`src/rtl/inmultitor_refacere.sv`:
```
// Reconstructs a dividend p = q*b + r with a shift-and-add multiplier.
// One launch takes N iteration cycles plus a single result cycle.
module inmultitor_refacere #(
    parameter int unsigned N = 4
) (
    input  logic           clk,
    input  logic           reset,
    input  logic           start,
    input  logic [N-1:0]   q,
    input  logic [N-1:0]   b,
    input  logic [N-1:0]   r,
    output logic [2*N-1:0] p,
    output logic           busy,
    output logic           done,
    output logic           err
);

    localparam int unsigned CW = $clog2(N + 1);

    typedef enum logic [1:0] {StIdle, StIter, StDone} state_e;

    state_e         state;
    logic [N-1:0]   q_reg;
    logic [2*N-1:0] b_reg;
    logic [2*N-1:0] acc;
    logic [CW-1:0]  cnt;

    always_ff @(posedge clk) begin
        if (reset) begin
            state <= StIdle;
            q_reg <= '0;
            b_reg <= '0;
            acc   <= '0;
            cnt   <= '0;
            p     <= '0;
            done  <= 1'b0;
            err   <= 1'b0;
        end else begin
            done <= 1'b0;
            unique case (state)
                StIdle: begin
                    if (start) begin
                        q_reg <= q;
                        b_reg <= {{N{1'b0}}, b};
                        // Remainder seeds the accumulator so no final add is needed.
                        acc   <= {{N{1'b0}}, r};
                        cnt   <= '0;
                        err   <= (r >= b);
                        state <= StIter;
                    end
                end
                StIter: begin
                    if (q_reg[0]) begin
                        acc <= acc + b_reg;
                    end
                    q_reg <= q_reg >> 1;
                    b_reg <= b_reg << 1;
                    cnt   <= cnt + CW'(1);
                    if (cnt == CW'(N - 1)) begin
                        state <= StDone;
                    end
                end
                StDone: begin
                    p     <= acc;
                    done  <= 1'b1;
                    state <= StIdle;
                end
                default: state <= StIdle;
            endcase
        end
    end

    assign busy = (state != StIdle);

endmodule

```
`config.mk`:
```
export PLATFORM = sky130hd
export DESIGN_NAME = inmultitor_refacere
export DESIGN_NICKNAME = d
export VERILOG_FILES = /design/src/rtl/inmultitor_refacere.sv
export SDC_FILE = /design/constraint.sdc
export NUM_CORES = 1
export LEC_CHECK = 0
export CORE_MARGIN = 3
export CORE_UTILIZATION = 53
export CTS_CLUSTER_SIZE = 8
export DETAILED_ROUTE_END_ITERATION = 8
export GPL_ROUTABILITY_DRIVEN = 0
export PLACE_DENSITY_LB_ADDON = 0.15
export SLEW_MARGIN = 20
export SYNTH_ARGS = -nofsm -noshare
export SYNTH_HDL_FRONTEND = slang
export SYNTH_SLANG_ARGS = --single-unit
```
`constraint.sdc`:
```
create_clock -name clk -period 2.2 [get_ports clk]
set_input_delay 0.44 -clock clk [delete_from_list [all_inputs] [get_ports clk]]
set_output_delay 0.44 -clock clk [all_outputs]
set_load 0.01 [all_outputs]
```
# Word level (Yosys, flattened, before mapping)
# Cells that the tools add are included.
dict set report totals {
  ff_bits 35
  input_bits 15
  word_cells 37
}
dict set report op_classes {
  n_eq_ne 6
  mux 13
  add_sub_neg 2
  n_reduce_logical 7
  n_lt_le_gt_ge 1
}
# op count
set op_table {}
lappend op_table {{$pmux 8 s2} 2}
lappend op_table {{$mux 8} 3}
lappend op_table {{$add 8x8->8} 1}
lappend op_table {{$pmux 4 s2} 1}
lappend op_table {{$ne 2x2->1 const B} 3}
lappend op_table {{$pmux 3 s2} 1}
lappend op_table {{$reduce_and 2->1} 3}
lappend op_table {{$ge 4x4->1} 1}
lappend op_table {{$mux 2} 2}
lappend op_table {{$mux 4} 1}
lappend op_table {{$pmux 2 s2} 1}
lappend op_table {{$reduce_bool 2->1} 2}
lappend op_table {{$add 3x1->3 const B} 1}
lappend op_table {{$eq 3x2->1 const B} 1}
lappend op_table {{$mux 3} 1}
lappend op_table {{$reduce_and 3->1} 1}
lappend op_table {{$eq 2x1->1 const B} 1}
lappend op_table {{$eq 2x2->1 const B} 1}
lappend op_table {{$logic_not 2->1} 1}
lappend op_table {{$mux 1} 1}

# Logic depth before layout (Yosys ltp)
# Gate-level depths: netlist of run 1.
dict set report depth {
  word_depth 3
  ltp_mapped 9
  depth_no_buf 9
}

# Worst setup path after synthesis of run 1
# No wires, ideal clock.
dict set report synth_timing {
  path_kind {register to register}
  from {reg b_reg[0]}
  to {reg acc[6]}
  setup_ns 0.092
  synth_period_minus_slack_ns 1.763
  arrival_ns 1.670
  slack_ns 0.437
  n_path_buf 0
  t_required_ns 2.108
  path_stages_with_launch 10
  cell_sequence {dfxtp_1 ha_1 inv_1 fa_1 nor2b_1 o21ai_0 nand2b_1 a311oi_1 xor2_1 o32ai_1}
}
dict set report synth_between {
  elab_chain_len 3
}
# element line
set synth_rtl {}
lappend synth_rtl {{from (decl)} 24} ;# logic [2*N-1:0] b_reg;
lappend synth_rtl {{from (signal assigned)} 44} ;# b_reg <= {{N{1'b0}}, b};
lappend synth_rtl {{from (signal assigned)} 57} ;# b_reg <= b_reg << 1;
lappend synth_rtl {{$add 8x8->8} 54} ;# acc <= acc + b_reg;
lappend synth_rtl {{$mux 8} 53} ;# if (q_reg[0]) begin
lappend synth_rtl {{$pmux 8 s2} 40} ;# unique case (state)
lappend synth_rtl {{to (signal assigned)} 46} ;# acc <= {{N{1'b0}}, r};
lappend synth_rtl {{to (signal assigned)} 54}
lappend synth_rtl {{to (decl)} 25} ;# logic [2*N-1:0] acc;
# No other way between the ends. The select of a mux whose other input is x is not followed.
# A chain may end at the register's enable or synchronous reset.

# Worst setup path after layout of run 1
# Ends and elaborated chain as after synthesis.

==> results of run 1 <==
-- cells by family (layout without fill, tap and decap cells) --
family                   count (synthesis)  count (layout)  synth area share (%)
AO/OA/AOI/OAI                           49              49                  18.4
AND/OR/NAND/NOR                         87              87                  22.4
flip-flops                              35              35                  41.1
adder cells (fa/ha/maj)                 14              14                  10.7
buffers and inverters                   21              50                  4.78
XOR/XNOR                                 5               5                  2.57
-- worst min path at each step --
stage	to	slack, ps	depth (start not counted)	from
6_report	p[0]$_SDFFE_PP0P_	460	2	p[0]$_SDFFE_PP0P_
5_1_grt	p[0]$_SDFFE_PP0P_	480	2	p[0]$_SDFFE_PP0P_
4_1_cts	p[0]$_SDFFE_PP0P_	460	2	p[0]$_SDFFE_PP0P_
3_5_place_dp	p[0]$_SDFFE_PP0P_	450	2	p[0]$_SDFFE_PP0P_
3_3_place_gp	p[2]$_SDFFE_PP0P_	440	2	p[2]$_SDFFE_PP0P_
2_1_floorplan	p[7]$_SDFFE_PP0P_	440	2	acc[7]$_SDFFE_PP0P_
-- per-stage QoR --
stage               setup WS (ps)  util (%)  hold WS, ps  instance area (sq um)
finish                        205      71.4          457                   2070
global route                 29.6      71.4          476                   2070
CTS                           209      71.4          460                   2070
detailed placement            229      69.6          445                   2020
global placement              307      69.6          442                   2020
floorplan                     437         -          441                   1700
-- cell usage in the layout, fill, tap and decap left out, drive strengths merged, types with 2 or more instances in the layout --
| master | Yosys | routed |
|---|---|---|
| and2 | 2 | 2 |
| clkbuf | 10 | 6 |
| o211ai | 2 | 2 |
| nor3 | 2 | 2 |
| a21oi | 25 | 25 |
| ha | 13 | 13 |
| dfxtp | 35 | 35 |
| buf | 2 | 8 |
| nor2b | 5 | 5 |
| xnor2 | 4 | 4 |
| nand3 | 9 | 9 |
| a211oi | 6 | 6 |
| a311oi | 8 | 8 |
| nand2 | 43 | 43 |
| nand2b | 7 | 7 |
| nor2 | 17 | 17 |
| o21ai | 3 | 3 |
| clkdlybuf4s50 | 0 | 25 |
| inv | 9 | 9 |
-- worst reg2reg max path: stages (launching register included) --
cell and delay (ps):
dfxtp_1 390, ha_1 210, inv_1 70, fa_1 380, nor2b_1 160, o21ai_0 90
nand2b_1 120, a311oi_1 120, xor2_1 170, o32ai_1 220
-- cell type report --
type / count / area, sq um
Multi-Input combinational cell: 155 / 921
Fill cell: 250 / 828
Sequential cell: 35 / 701
Timing Repair Buffer: 33 / 310
Tap cell: 42 / 52.6
Clock buffer: 6 / 41.3
Inverter: 9 / 33.8
Clock inverter: 2 / 12.5
-- routing by layer --
layer / GRT usage [%] / wire length (microns)
met1: 24.6 / 1680
met2: 35.6 / 1870
met3: 3.78 / 171
met4: 7.44 / 34
met5: 0 / 0
-- synthesized netlist by cell type, drive strengths merged (2+ instances only) --
master,instances
a21oi,25
inv,9
nor2b,5
o21ai,3
nor2,17
nand2b,7
and2,2
buf,2
dfxtp,35
nand2,43
a311oi,8
xnor2,4
nor3,2
nand3,9
o211ai,2
a211oi,6
ha,13
clkbuf,10
-- power groups by stage --
stage / Sequential [W] / Combinational [W] / Clock, W
after floorplan: 0.000692 / 0.000132 / 0
after global placement: 0.000696 / 0.000199 / 0
after detailed placement: 0.000698 / 0.000209 / 0
after CTS: 0.000684 / 0.000210 / 0.000346
after global routing: 0.000689 / 0.000235 / 0.000387
final: 0.000685 / 0.000209 / 0.000343
==> reports/results.txt, run 1 <==
outcome: complete, no violations
clock-pin slew of the registers on the worst-case setup and hold paths: 120 ps
top cell type's share of synthesized area: 41.1%
WL/cell: 13.3 microns
Cell Int Power: 0.000882 W
Layout Cells excl Fill: 282
Initial Util: 58.7%
Skew-Pair Late Insertion Delay: 340 ps
Final setup viols: 0
worst r2r src: b_reg[0]$_SDFFE_PP0P_
post-layout net count: 268
placed wire-length estimate: 2870 microns
Final Cycle Share: 90.7%
nature of the critical path startpoint: flip-flop
initial drt markers: 79
CP startpoint: b_reg[0]$_SDFFE_PP0P_
Post-synth EDFFs: 0
peak fanout along the critical path: 3
placed cells: 274
Comb power frac: 16.9%
RSZ-0062 raised after global routing: no
final global-route overflow total: 0
Static Leak: 0.797 nW
register area share after synthesis: 41.1%
crit path to: acc[6]$_SDFFE_PP0P_
die height: 62.7 microns
CTS Buffer Depth: 2
Stages on worst setup path: 9
crit path DAT: 2260 ps
FF-to-FF path depth: 9
Slew @ Worst Pin: 597 ps
Crit Path Class: reg -> reg
Cell Chain, Critical Path: ha_1 -> inv_1 -> fa_1 -> nor2b_1 -> o21ai_0 -> nand2b_1 -> a311oi_1 -> xor2_1 -> o32ai_1
H-tree levels: 2
Die Wd: 62.7 microns
slew margin rel.: 60.1%
area leader, netlist: dfxtp_1
Main synth FF type: dfxtp_1
Cell Rows: 19
Total Routing Usage GR: 20.3%
Ys Warns: 0
Post-Syn Area per Cell: 8.07 sq um
Power Total: 0.00124 W
post-CTS setup buffers: 0
Switching Fraction: 28.7%
synthesized instance count: 211
Critical Path Max Stage Delay: 390 ps
Inserted Diodes: 0
largest net degree at the start of global routing: 23
Max Cap Viol: 0
IO Count: 26
clock skew: 13.1 ps
Max Freq: 0.501 GHz
Final Max Slew Viols: 0
Buf+Inv Stages, Crit Path: 1
post-layout min period: 2000 ps
first-pass GRT wire length: 6500 microns
share of layout cells above drive strength 1: 6.67%
Routed Antenna Nets: 0
CP required: 2460 ps
Placeable Area: 2900 sq um
clk root buf: clkbuf_4
initial antenna violation count: 0
vias in the first global route: 1,498
Seq cells post-synth: 35
synthesized cell area: 1700 sq um
reg2reg end: acc[6]$_SDFFE_PP0P_
clock sinks: 35
post-cts sizing count: 0
CTS Hold Bufs: 0
Reg power frac: 55.4%
R2R Setup Slk: 200 ps
asr flop ratio synth: 0%
Synth cell types: 28
Port-buffer cells: 25
net switching power: 0.000355 W
Peak VDD IR: 0.000406 V
Layout area overhead: 21.7%
delay-heaviest family, CP: adder cells
PD cells: 597 nW/um^2
crit path capture type: flip-flop
Clk pwr share: 27.7%
Worst Hold Class: reg -> reg
TritonCTS clock tree: done
DRT Pass-1 Iters: 4
post-synth net total: 240
TNS Setup: 0 ps
CP max stage cell: dfxtp_1
# DRC: 0
Routed WL: 3760 microns
via density per instance: 5.43
via count: 1,532
die area: 3930 sq um
Area contributors post-synth: dfxtp_1 41%, ha_1 9.6%, nand2_1 9.5%, a21oi_1 7.3%, a311oi_1 4.1%
Final Hold Fails: 0
CTS buffer count: 5
No activity file was read; power rests on OpenSTA's default activity.
==> run 2, diff against run 1 <==
--- a/config.mk
+++ b/config.mk
@@ -9,7 +9,6 @@
 export CORE_UTILIZATION = 53
 export CTS_CLUSTER_SIZE = 8
 export DETAILED_ROUTE_END_ITERATION = 8
-export GPL_ROUTABILITY_DRIVEN = 0
 export PLACE_DENSITY_LB_ADDON = 0.15
 export SLEW_MARGIN = 20
 export SYNTH_ARGS = -nofsm -noshare
==> constraint.sdc (replaced) <==
create_clock -name clk -period 2.05 [get_ports clk]
set_input_delay 0.41 -clock clk [delete_from_list [all_inputs] [get_ports clk]]
set_output_delay 0.41 -clock clk [all_outputs]
set_load 0.01 [all_outputs]
==> reports/results.txt, run 2 (synthesized netlist as in run 1, its figures left out) <==
post-layout net count: 269
DRT Pass-1 Iters: 5
Routed Antenna Nets: 0
TritonCTS clock tree: done
TNS Setup: 0 ps
net switching power: 0.000394 W
R2R Setup Slk: 90 ps
Total Routing Usage GR: 20.7%
CP required: 2320 ps
Final Hold Fails: 0
initial antenna violation count: 0
share of layout cells above drive strength 1: 9.54%
Skew-Pair Late Insertion Delay: 350 ps
# DRC: 0
WL/cell: 13.4 microns
die area: 3930 sq um
Power Total: 0.00159 W
Static Leak: 0.830 nW
commonest non-fill, non-tap cell in the layout: nand2_1
placed cells: 273
Max Cap Viol: 0
CTS Buffer Depth: 2
final global-route overflow total: 0
vias in the first global route: 1,491
clock skew: 3.61 ps
via count: 1,526
placed wire-length estimate: 2790 microns
Max Freq: 0.510 GHz
Clk pwr share: 39.2%
Slew @ Worst Pin: 612 ps
Final Max Slew Viols: 0
Cell Int Power: 0.00120 W
most frequent cells in the layout: 43 x nand2_1, 33 x dfxtp_1, 25 x a21oi_1, 25 x clkdlybuf4s50_1, 17 x nor2_1
reg2reg end: acc[6]$_SDFFE_PP0P_
die height: 62.7 microns
Reg power frac: 46.1%
crit path DAT: 2230 ps
Placeable Area: 2900 sq um
Final Cycle Share: 95.7%
crit path capture type: flip-flop
Worst Hold Class: reg -> reg
Switching Fraction: 24.7%
slew margin rel.: 59.1%
start point of the worst hold path: p[6]$_SDFFE_PP0P_
hold path depth: 2
outcome: complete, no violations
Port-buffer cells: 25
FF-to-FF path depth: 9
RD Place Congestion: 0.801
Routed WL: 3790 microns
Die Wd: 62.7 microns
Comb power frac: 14.7%
peak fanout along the critical path: 3
Layout area overhead: 26.7%
endpoint of the worst hold path: p[6]$_SDFFE_PP0P_
IO Count: 26
nature of the critical path startpoint: flip-flop
PD cells: 739 nW/um^2
clk root buf: clkbuf_4
CTS Hold Bufs: 0
via density per instance: 5.39
Initial Util: 58.7%
clock sinks: 35
CTS buffer count: 5
post-layout min period: 1960 ps
Final setup viols: 0
Peak VDD IR: 0.000510 V
initial drt markers: 113
first-pass GRT wire length: 6470 microns
clock-pin slew of the registers on the worst-case setup and hold paths: 110 ps
worst r2r src: b_reg[0]$_SDFFE_PP0P_
H-tree levels: 2
Layout Cells excl Fill: 283
largest net degree at the start of global routing: 37
Cell Rows: 19
Crit Path Class: reg -> reg
Inserted Diodes: 0
-- run 2: cell type report --
| cell class | count | area (sq um) |
|---|---|---|
| Multi-Input combinational cell | 155 | 932 |
| Timing Repair Buffer | 34 | 330 |
| Clock inverter | 3 | 67.6 |
| Clock buffer | 5 | 37.5 |
| Fill cell | 250 | 743 |
| Sequential cell | 35 | 703 |
| Inverter | 9 | 33.8 |
| Tap cell | 42 | 52.6 |
-- run 2: through the flow --
stage          cell area [sq um]  setup slack (ps)  hold slack [ps]  util [%]
2_1_floorplan               1700               287              441         -
3_3_place_gp                2020               195              441      69.8
3_5_place_dp                2020              88.5              447      69.8
4_1_cts                     2130              95.5              463      73.4
5_1_grt                     2160             -59.9              485      74.4
6_report                    2160              88.4              461      74.4
-- run 2: worst max path at each step --
stage                                      from                   to  cells past startpoint
after floorplan           b_reg[0]$_SDFFE_PP0P_  acc[6]$_SDFFE_PP0P_                      9
after global placement                     r[0]     err$_SDFFE_PP0P_                      8
after detailed placement                   r[0]     err$_SDFFE_PP0P_                      8
after CTS                 b_reg[0]$_SDFFE_PP0P_  acc[6]$_SDFFE_PP0P_                      9
after global routing      b_reg[0]$_SDFFE_PP0P_  acc[6]$_SDFFE_PP0P_                      9
final                     b_reg[0]$_SDFFE_PP0P_  acc[6]$_SDFFE_PP0P_                      9
-- run 2: power groups by stage --
stage	sequential (W)	combinational (W)	clock (W)
final	0.000735	0.000235	0.000625
after CTS	0.000734	0.000227	0.000640
after detailed placement	0.000749	0.000227	0
after floorplan	0.000743	0.000141	0
after global placement	0.000747	0.000215	0
after global routing	0.000741	0.000264	0.000675
-- run 2: routing by layer --
metal  up-vias  global-route usage [%]  wire length (microns)
met4         0                    8.54                     73
met3         8                    5.76                    166
li1        782                       -                      -
met1       691                    23.9                   1680
met2        45                    35.6                   1870
met5         -                       0                      0
-- run 2: worst max-delay path, cell delays in order, from the launching register on --
cell and delay (ps):
dfxtp_2 360, ha_2 190, inv_1 60, fa_2 340, nor2b_1 190, o21ai_0 100, nand2b_1 120, a311oi_2 120
xor2_1 160, o32ai_1 250
-- run 2: timing repair --
| action | CTS | global route |
|---|---|---|
| buffers inserted | 0 | 2 |
| gates resized for setup | 0 | 5 |
| setup endpoints to repair | 0 | 1 |
==> run 3, diff against run 2 <==
--- a/config.mk
+++ b/config.mk
@@ -9,6 +9,7 @@
 export CORE_UTILIZATION = 53
 export CTS_CLUSTER_SIZE = 8
 export DETAILED_ROUTE_END_ITERATION = 8
+export GPL_ROUTABILITY_DRIVEN = 0
 export PLACE_DENSITY_LB_ADDON = 0.15
 export SLEW_MARGIN = 20
 export SYNTH_ARGS = -nofsm -noshare
==> results of run 3 <==
The final DEF is identical to that of run 2; final timing and power are the same.
